[config.mk]
export PLATFORM = sky130hd
export DESIGN_NAME = mix4_gain_sequencer
export DESIGN_NICKNAME = d
export VERILOG_FILES = /design/src/rtl/mix4_gain_sequencer.sv
export SDC_FILE = /design/constraint.sdc
export NUM_CORES = 1
export LEC_CHECK = 0
export CAP_MARGIN = 30
export CORE_MARGIN = 2
export CORE_UTILIZATION = 59
export DETAILED_ROUTE_END_ITERATION = 10
export GPL_TIMING_DRIVEN = 0
export PLACE_DENSITY = 0.88
export RECOVER_POWER = 25
export SYNTH_ARGS = -nofsm -noshare
export SYNTH_HDL_FRONTEND = slang
export SYNTH_SLANG_ARGS = --single-unit
export TNS_END_PERCENT = 20
[constraint.sdc]
create_clock -name CLK -period 10.41 [get_ports CLK]
set_clock_uncertainty 0.05 [all_clocks]
set_input_delay 1.041 -clock CLK [delete_from_list [all_inputs] [get_ports CLK]]
set_output_delay 1.041 -clock CLK [all_outputs]
set_load 0.02 [all_outputs]
[src/rtl/mix4_gain_sequencer.sv]
// mix4_gain_sequencer: frame-driven 4x stereo gain/mix sequencer with one shared MAC and saturated output
//   CLK, RST_N (async active-low)
//   in_valid, in1_L..in4_R    : sample strobe and eight signed BIT-wide samples
//   cfg_we/addr/gain/mute     : per-input gain (unsigned Q1.(GBIT-1)) and mute register writes
//   clr_flags                 : synchronous clear of sticky flags
//   out_L/out_R, out_valid    : saturated mix, one-cycle valid pulse
//   busy, overrun, sat_flag   : frame in progress, dropped strobe (sticky), clipped result (sticky)
//   Optional SOFT_RAMP_EN     : shadow gains step 1 LSB per frame toward target (0 when muted)
module mix4_gain_sequencer #(
  parameter int BIT      = 24,
  parameter int GBIT     = 8,
  parameter int GAIN_RST = 128
) (
  input  logic                   CLK,
  input  logic                   RST_N,
  input  logic                   in_valid,
  input  logic signed [BIT-1:0]  in1_L,
  input  logic signed [BIT-1:0]  in1_R,
  input  logic signed [BIT-1:0]  in2_L,
  input  logic signed [BIT-1:0]  in2_R,
  input  logic signed [BIT-1:0]  in3_L,
  input  logic signed [BIT-1:0]  in3_R,
  input  logic signed [BIT-1:0]  in4_L,
  input  logic signed [BIT-1:0]  in4_R,
  input  logic                   cfg_we,
  input  logic [1:0]             cfg_addr,
  input  logic [GBIT-1:0]        cfg_gain,
  input  logic                   cfg_mute,
  input  logic                   clr_flags,
  output logic signed [BIT-1:0]  out_L,
  output logic signed [BIT-1:0]  out_R,
  output logic                   out_valid,
  output logic                   busy,
  output logic                   overrun,
  output logic                   sat_flag
);
  localparam int ACCW = BIT + GBIT + 2;
  localparam logic [1:0] IDLE = 2'd0, MAC = 2'd1, DONE = 2'd2;
  localparam logic signed [ACCW-1:0] HI = {{(GBIT+3){1'b0}}, {(BIT-1){1'b1}}};
  localparam logic signed [ACCW-1:0] LO = ~HI;
  localparam logic [GBIT-1:0] GR = GBIT'(GAIN_RST);
  logic [1:0] state;
  logic [2:0] idx;
  logic signed [BIT-1:0] smp [8];
  logic signed [BIT-1:0] din [8];
  logic [GBIT-1:0] g [4];
  logic [GBIT-1:0] sg [4];
  logic m [4];
  logic sm [4];
  logic signed [ACCW-1:0] acc_l, acc_r, mul, shr, prod;
  logic signed [BIT-1:0] cl_l, cl_r;
  logic cap, sat_l, sat_r;
  assign din = '{in1_L, in1_R, in2_L, in2_R, in3_L, in3_R, in4_L, in4_R};
  assign cap = in_valid && (state == IDLE || state == DONE);
  assign busy = state != IDLE;
  // shift kept separate so it stays arithmetic (floor toward -inf)
  assign mul = ACCW'(smp[idx]) * ACCW'($signed({1'b0, sg[idx[2:1]]}));
  assign shr = mul >>> (GBIT - 1);
  assign prod = sm[idx[2:1]] ? '0 : shr;
  assign sat_l = acc_l > HI || acc_l < LO;
  assign sat_r = acc_r > HI || acc_r < LO;
  assign cl_l = acc_l > HI ? HI[BIT-1:0] : acc_l < LO ? LO[BIT-1:0] : acc_l[BIT-1:0];
  assign cl_r = acc_r > HI ? HI[BIT-1:0] : acc_r < LO ? LO[BIT-1:0] : acc_r[BIT-1:0];
`ifdef SOFT_RAMP_EN
  logic [GBIT-1:0] tgt [4];
  always_comb
    for (int i = 0; i < 4; i++) tgt[i] = m[i] ? '0 : g[i];
`endif
  always_ff @(posedge CLK or negedge RST_N) begin
    if (!RST_N) begin
      state <= IDLE;
      idx <= '0;
      acc_l <= '0;
      acc_r <= '0;
      out_L <= '0;
      out_R <= '0;
      out_valid <= 1'b0;
      overrun <= 1'b0;
      sat_flag <= 1'b0;
      for (int i = 0; i < 8; i++) smp[i] <= '0;
      for (int i = 0; i < 4; i++) begin
        g[i] <= GR;
        sg[i] <= GR;
        m[i] <= 1'b0;
        sm[i] <= 1'b0;
      end
    end else begin
      out_valid <= 1'b0;
      if (cfg_we) begin
        g[cfg_addr] <= cfg_gain;
        m[cfg_addr] <= cfg_mute;
      end
      if (state == MAC) begin
        if (idx[0]) acc_r <= acc_r + prod;
        else acc_l <= acc_l + prod;
        idx <= idx + 3'd1;
        if (idx == 3'd7) state <= DONE;
      end
      if (state == DONE) begin
        out_L <= cl_l;
        out_R <= cl_r;
        out_valid <= 1'b1;
      end
      if (cap) begin
        for (int i = 0; i < 8; i++) smp[i] <= din[i];
        for (int i = 0; i < 4; i++) begin
`ifdef SOFT_RAMP_EN
          sg[i] <= sg[i] < tgt[i] ? sg[i] + GBIT'(1) : sg[i] > tgt[i] ? sg[i] - GBIT'(1) : sg[i];
          sm[i] <= 1'b0;
`else
          sg[i] <= g[i];
          sm[i] <= m[i];
`endif
        end
        acc_l <= '0;
        acc_r <= '0;
        idx <= '0;
        state <= MAC;
      end else if (state == DONE) state <= IDLE;
      // a set in the same cycle as clr_flags wins
      overrun <= (in_valid && state == MAC) || (overrun && !clr_flags);
      sat_flag <= (state == DONE && (sat_l || sat_r)) || (sat_flag && !clr_flags);
    end
  end
endmodule

==> metrics.yaml, run 1 <==
finish:
  n_antenna_cell: 0
  drive_gt1_share_pct: 6.89
  num-fill-cells: 3065
  nets: 3641
  multiInputGateArea_sq_um: 14900
  syn2layout_area_growth_pct: 18.5
  regArea_sq_um: 9720
global_routing:
  antenna_found_initial: 0
  first_global_vias: 22912
  grt_pass1_wl_mm: 120
  grt_max_degree: 131
  grt_usage_pct: 34.4
  gr-total-overflow: 0
clocking:
  cts_setup_buffers: 0
  clock_latency_ns: 0.60
  clk_root_buffer_cell: "clkbuf_16"
  postCtsHoldBufs: 0
  cts_tree: "done"
  clkTransAtPathRegs_ns: 0.06
  cts.htree.levels: 2
  clockBufferDepth: 3
  cts.sinks: 388
  cts_buffers: 41
timing:
  hold_violations: 0
  finalMaxSlewViolations: 184
  setup_violations: 0
  timing.final.crit_share_pct: 97.0
  finalSetupTns_ns: 0
  final.min_clock_period_ns: 10.10
  worstMarginPinSlew_ns: 4.71
  slew_headroom_pct: -214
  max_freq_mhz: 99.0
synthesis:
  synth_async_sr_flop_share_pct: 100
  ys_warn_count: 0
  syn_inst: 2859
  synth_area_sq_um: 25900
  synth_edf_count: 0
  synth_area_per_cell_sq_um: 9.06
  synth_fp_nets: 3336
  synth_flop_cell: "dfrtp_1"
  yosys_register_bits: 388
  yosysSeqAreaShare_pct: 37.5
  synth_cell_types: 70
min_path:
  hold_path.class: "reg -> reg"
floorplanning:
  die_w_um: 214
  die_h_um: 214
  placeableCoreArea_sq_um: 43200
  ioPinCount: 260
  num_rows: 76
  dieArea_sq_um: 45600
  start_util_pct: 60.0
routing:
  drt_iter0_markers: 2612
  drc: 0
  routed-via-count: 22495
  vias_per_cell: 5.96
  antenna_left: 0
  wl_per_cell_um: 20.3
  routed_wirelength_mm: 76.6
  drt-pass1-iter-count: 6
worst_setup_path:
  worstPathBufferInverterCount: 8
  worstPathMaxFanout: 10
  cp.arrival_ns: 10.49
  crit_family: "compound AO/OA/AOI/OAI gates"
  slowest_stage: "mux2i_2"
  path_class: "reg -> reg"
  crit_path_end_kind: "flip-flop"
  worst_ep_required_time_ns: 10.81
  worst_setup_path_start_kind: "flip-flop"
  cp_slowest_stage_delay_ns: 0.58
placed_design:
  place_congestion: 0.966
  io_buffer_count: 259
  dp_hpwl_mm: 58.7
run_status:
  violations: "max-capacitance violations, max-slew violations"
  status: "complete, but fails checks"
job:
  maxCapViolCount: 2
-- per-layer routing --
metal / global-route usage, % / vias to the layer above / part of all wire [%]
met5: 0 / - / 0
met4: 21.8 / 0 / 6.9
met3: 6.17 / 317 / 9.0
met2: 57.1 / 1328 / 47
met1: 41.9 / 10871 / 37
li1: - / 9979 / -
-- through the flow --
stage	utilization [%]	setup WS [ns]	hold WS (ns)	std cells	instance area (sq um)
after global placement	67.7	-7.83	0.389	3703	29200
after floorplan	-	1.16	0.382	2859	25900
after CTS	71.0	0.0106	0.403	3777	30600
final	71.1	0.314	0.402	3777	30700
after global routing	71.1	-0.0629	0.425	3777	30700
after detailed placement	67.9	-0.728	0.393	3706	29300
-- tightest hold or removal path: stages, from the launching register on --
cell and delay (ns):
dfstp_2 0.36, nand2_1 0.05, nand2_1 0.04
-- cell usage after synthesis (all sizes together) (11+ instances only) --
master	n	share of area (%)
xor2	42	1.4
o21ai	162	3.1
buf	21	0.43
mux4	50	4.4
nand4	12	0.29
ha	118	5.7
nand3	68	1.3
o211ai	11	0.32
a31oi	13	0.31
nor3	14	0.27
inv	215	3.1
o21a	12	0.35
or3	13	0.31
nor2b	24	0.61
a211oi	12	0.35
mux2	46	2.0
mux2i	37	1.5
a21o	36	1.0
fa	151	12
a21oi	101	2.0
nand2	818	12
nor2	171	2.5
dfrtp	380	37
clkbuf	113	1.6
xnor2	35	1.2
nand2b	70	1.7
-- logic make-up after synthesis --
logic type / count (synthesis) / synth area share, %
multiplexers: 133 / 7.84
XOR/XNOR: 77 / 2.60
adder cells (fa/ha/maj): 269 / 17.4
AO/OA/AOI/OAI: 402 / 9.29
buffers and inverters: 349 / 5.18
AND/OR/NAND/NOR: 1241 / 20.2
flip-flops: 388 / 37.5
-- final timing paths --
kind / startpoint / to / slack [ns] / cells after the start
worst max-delay path: idx[2] / acc_r[32] / 0.31 / 34
worst min-delay path: g[31] / sg[31] / 0.40 / 2
worst max register to register: idx[2] / acc_r[32] / 0.31 / 34
worst min register to register: g[31] / sg[31] / 0.40 / 2
max in group asynchronous: RST_N / smp[58] / 1.76 / 2
min in group asynchronous: RST_N / out_L[0] / 2.11 / 1
-- area by class of cell --
cell class	instances	area share [%]
Inverter	215	2.63
Clock buffer	61	3.82
Sequential cell	388	31.7
Clock inverter	10	0.338
Multi-Input combinational cell	2122	48.7
Tap cell	585	2.39
Timing Repair Buffer	262	8.64
Buffer	134	1.83
-- cell usage in the layout, fill, tap and decap left out, types with 13 or more instances in the layout --
master,n
or3_1,13
nand3_1,68
xnor2_1,35
nor2b_1,23
nor3_1,14
mux2i_1,24
clkbuf_16,41
clkbuf_1,119
a21o_1,36
mux2_2,46
nor2_1,170
clkdlybuf4s50_1,257
a21oi_1,101
nand2_1,818
xor2_1,42
fa_1,151
mux4_2,49
ha_1,118
inv_1,215
o21ai_0,150
dfrtp_1,380
nand2b_1,70
-- repair_timing --
action,CTS,global route
resized for setup,20,41
setup endpoints to repair,20,19
endpoints found under the hold margin,0,0
-- sequential cells by signal, indices dropped and copies added (netlist names) --
signal	count
acc_l	34
acc_r	34
g	32
idx	3
m	4
out_L	24
out_R	24
out_valid	1
overrun	1
sat_flag	1
sg	32
sm	4
smp	192
state	2
Power of run 1 is left out: the tool's default activity adds up to more than one toggle a clock period on the data nets, which glitch-free logic cannot reach.
==> run 2, diff against run 1 <==
--- a/config.mk
+++ b/config.mk
@@ -5,13 +5,13 @@
 export SDC_FILE = /design/constraint.sdc
 export NUM_CORES = 1
 export LEC_CHECK = 0
-export CAP_MARGIN = 30
 export CORE_MARGIN = 2
 export CORE_UTILIZATION = 59
 export DETAILED_ROUTE_END_ITERATION = 10
 export GPL_TIMING_DRIVEN = 0
 export PLACE_DENSITY = 0.88
 export RECOVER_POWER = 25
+export SKIP_LAST_GASP = 1
 export SYNTH_ARGS = -nofsm -noshare
 export SYNTH_HDL_FRONTEND = slang
 export SYNTH_SLANG_ARGS = --single-unit
==> run 2 against run 1 <==
The run still ends with max-capacitance violations, max-slew violations left. Cell area unchanged. Critical path depth stayed put. Sequential share of layout area stayed put. Utilization unchanged. Hold slack about the same. Register-to-register slack improved by 0.03 ns. Worst setup slack better by 0.027 ns. Highest routed layer unchanged.
==> metrics.yaml, run 2 (synthesized netlist as in run 1, its figures left out) <==
run_status:
  status: "complete, but fails checks"
  violations: "max-capacitance violations, max-slew violations"
clocking:
  cts.sinks: 388
  clockBufferDepth: 3
  cts_buffers: 41
  cts_tree: "done"
  clkTransAtPathRegs_ns: 0.06
  clk_root_buffer_cell: "clkbuf_16"
  clock_latency_ns: 0.59
  cts_setup_buffers: 0
  cts.htree.levels: 2
worst_setup_path:
  crit_path_end_kind: "flip-flop"
  cp_slowest_stage_delay_ns: 0.56
  worstSetupStartpoint: "idx[2]"
  path_class: "reg -> reg"
  worstPathMaxFanout: 10
  worst_ep_required_time_ns: 10.86
  cp.arrival_ns: 10.52
  worst_setup_path_start_kind: "flip-flop"
  r2r-start: "idx[2]"
  slowest_stage: "mux2i_2"
timing:
  hold_violations: 0
  slew_headroom_pct: -213
  fin_hold_ws_ns: 0.402
  final.min_clock_period_ns: 10.07
  worstMarginPinSlew_ns: 4.69
  timing.final.crit_share_pct: 96.7
  finalMaxSlewViolations: 184
  max_freq_mhz: 99.3
  setup_violations: 0
min_path:
  hold_start: "g[31]"
  hold_path.class: "reg -> reg"
finish:
  fin_area_sq_um: 30700
  post-route-util_pct: 71.1
  final_cell_mix: "nand2_1 (818), dfrtp_1 (380), clkdlybuf4s50_1 (257)"
  regMostFlops: "smp"
  n_antenna_cell: 0
  final_common_cell: "nand2_1"
  largest_registers: "smp x192, acc_l x34, acc_r x34"
  syn2layout_area_growth_pct: 18.5
  drive_gt1_share_pct: 6.89
  nets: 3641
  largest_reg_flops: 192
routing:
  routed-via-count: 22433
  routed_wirelength_mm: 76.4
  vias_per_cell: 5.94
  drt-pass1-iter-count: 8
  antenna_left: 0
  wl_per_cell_um: 20.2
  drc: 0
  drt_iter0_markers: 2630
floorplanning:
  placeableCoreArea_sq_um: 43200
  die_w_um: 214
  ioPinCount: 260
  die_h_um: 214
  num_rows: 76
  start_util_pct: 60.0
  dieArea_sq_um: 45600
global_routing:
  grt_pass1_wl_mm: 120
  antenna_found_initial: 0
  grt_max_degree: 131
  first_global_vias: 22902
  gr-total-overflow: 0
  grt_usage_pct: 34.4
placed_design:
  io_buffer_count: 259
  dp_hpwl_mm: 58.7
  dpl_cell_area_sq_um: 29300
  place_congestion: 0.966
job:
  maxCapViolCount: 2
## run 2: cell counts in the layout (fill, tap and decap cells not counted)
Identical to the previous run, type by type.
## run 2: per-stage QoR
| stage | TNS (ns) | cells | worst slack [ns] |
|---|---|---|---|
| 5_1_grt | -0.189 | 3777 | -0.0629 |
| 3_5_place_dp | -7.51 | 3706 | -0.728 |
| 4_1_cts | -0.00216 | 3777 | -0.00216 |
| 2_1_floorplan | 0 | 2859 | 1.16 |
| 3_3_place_gp | -2965.25 | 3703 | -7.83 |
| 6_report | 0 | 3777 | 0.341 |
## run 2: timing repair
action,CTS,global route
resized for setup,19,42
hold buffers,0,0
setup endpoints to repair,20,19
cloned,0,0
## run 2: cell type report
type / instances / area, sq um
plain buffers: 134 / 562
clock buffers: 61 / 1170
clock inverters: 10 / 104
fillers: 3065 / 12500
inverters: 215 / 807
multi-input cells: 2122 / 14900
flip-flops and latches: 388 / 9720
well taps: 585 / 732
repair buffers: 262 / 2650
## run 2: routing by layer
metal	wire length [um]	track usage [%]
met5	0	0
met4	5190	21.8
met3	6880	6.17
met2	36200	57.0
met1	28200	41.9
## run 2: worst paths after layout
check	endpoint	slack, ns	cells past startpoint
worst max-delay path	acc_r[33]	0.34	34
worst min-delay path	sg[31]	0.40	2
worst max register to register	acc_r[33]	0.34	34
worst min register to register	sg[31]	0.40	2
max in group asynchronous	smp[135]	1.74	2
min in group asynchronous	out_L[0]	2.10	1
## run 2: critical path, delay by kind of cell, from the launching register on
kind	cells	cell delay, ns
compound gates	15	3.00
fa+ha+maj	6	2.77
buf+inv	7	1.72
flops	1	0.38
mux	1	0.56
simple gates	5	1.50
Power of run 2 is left out for the same reason.
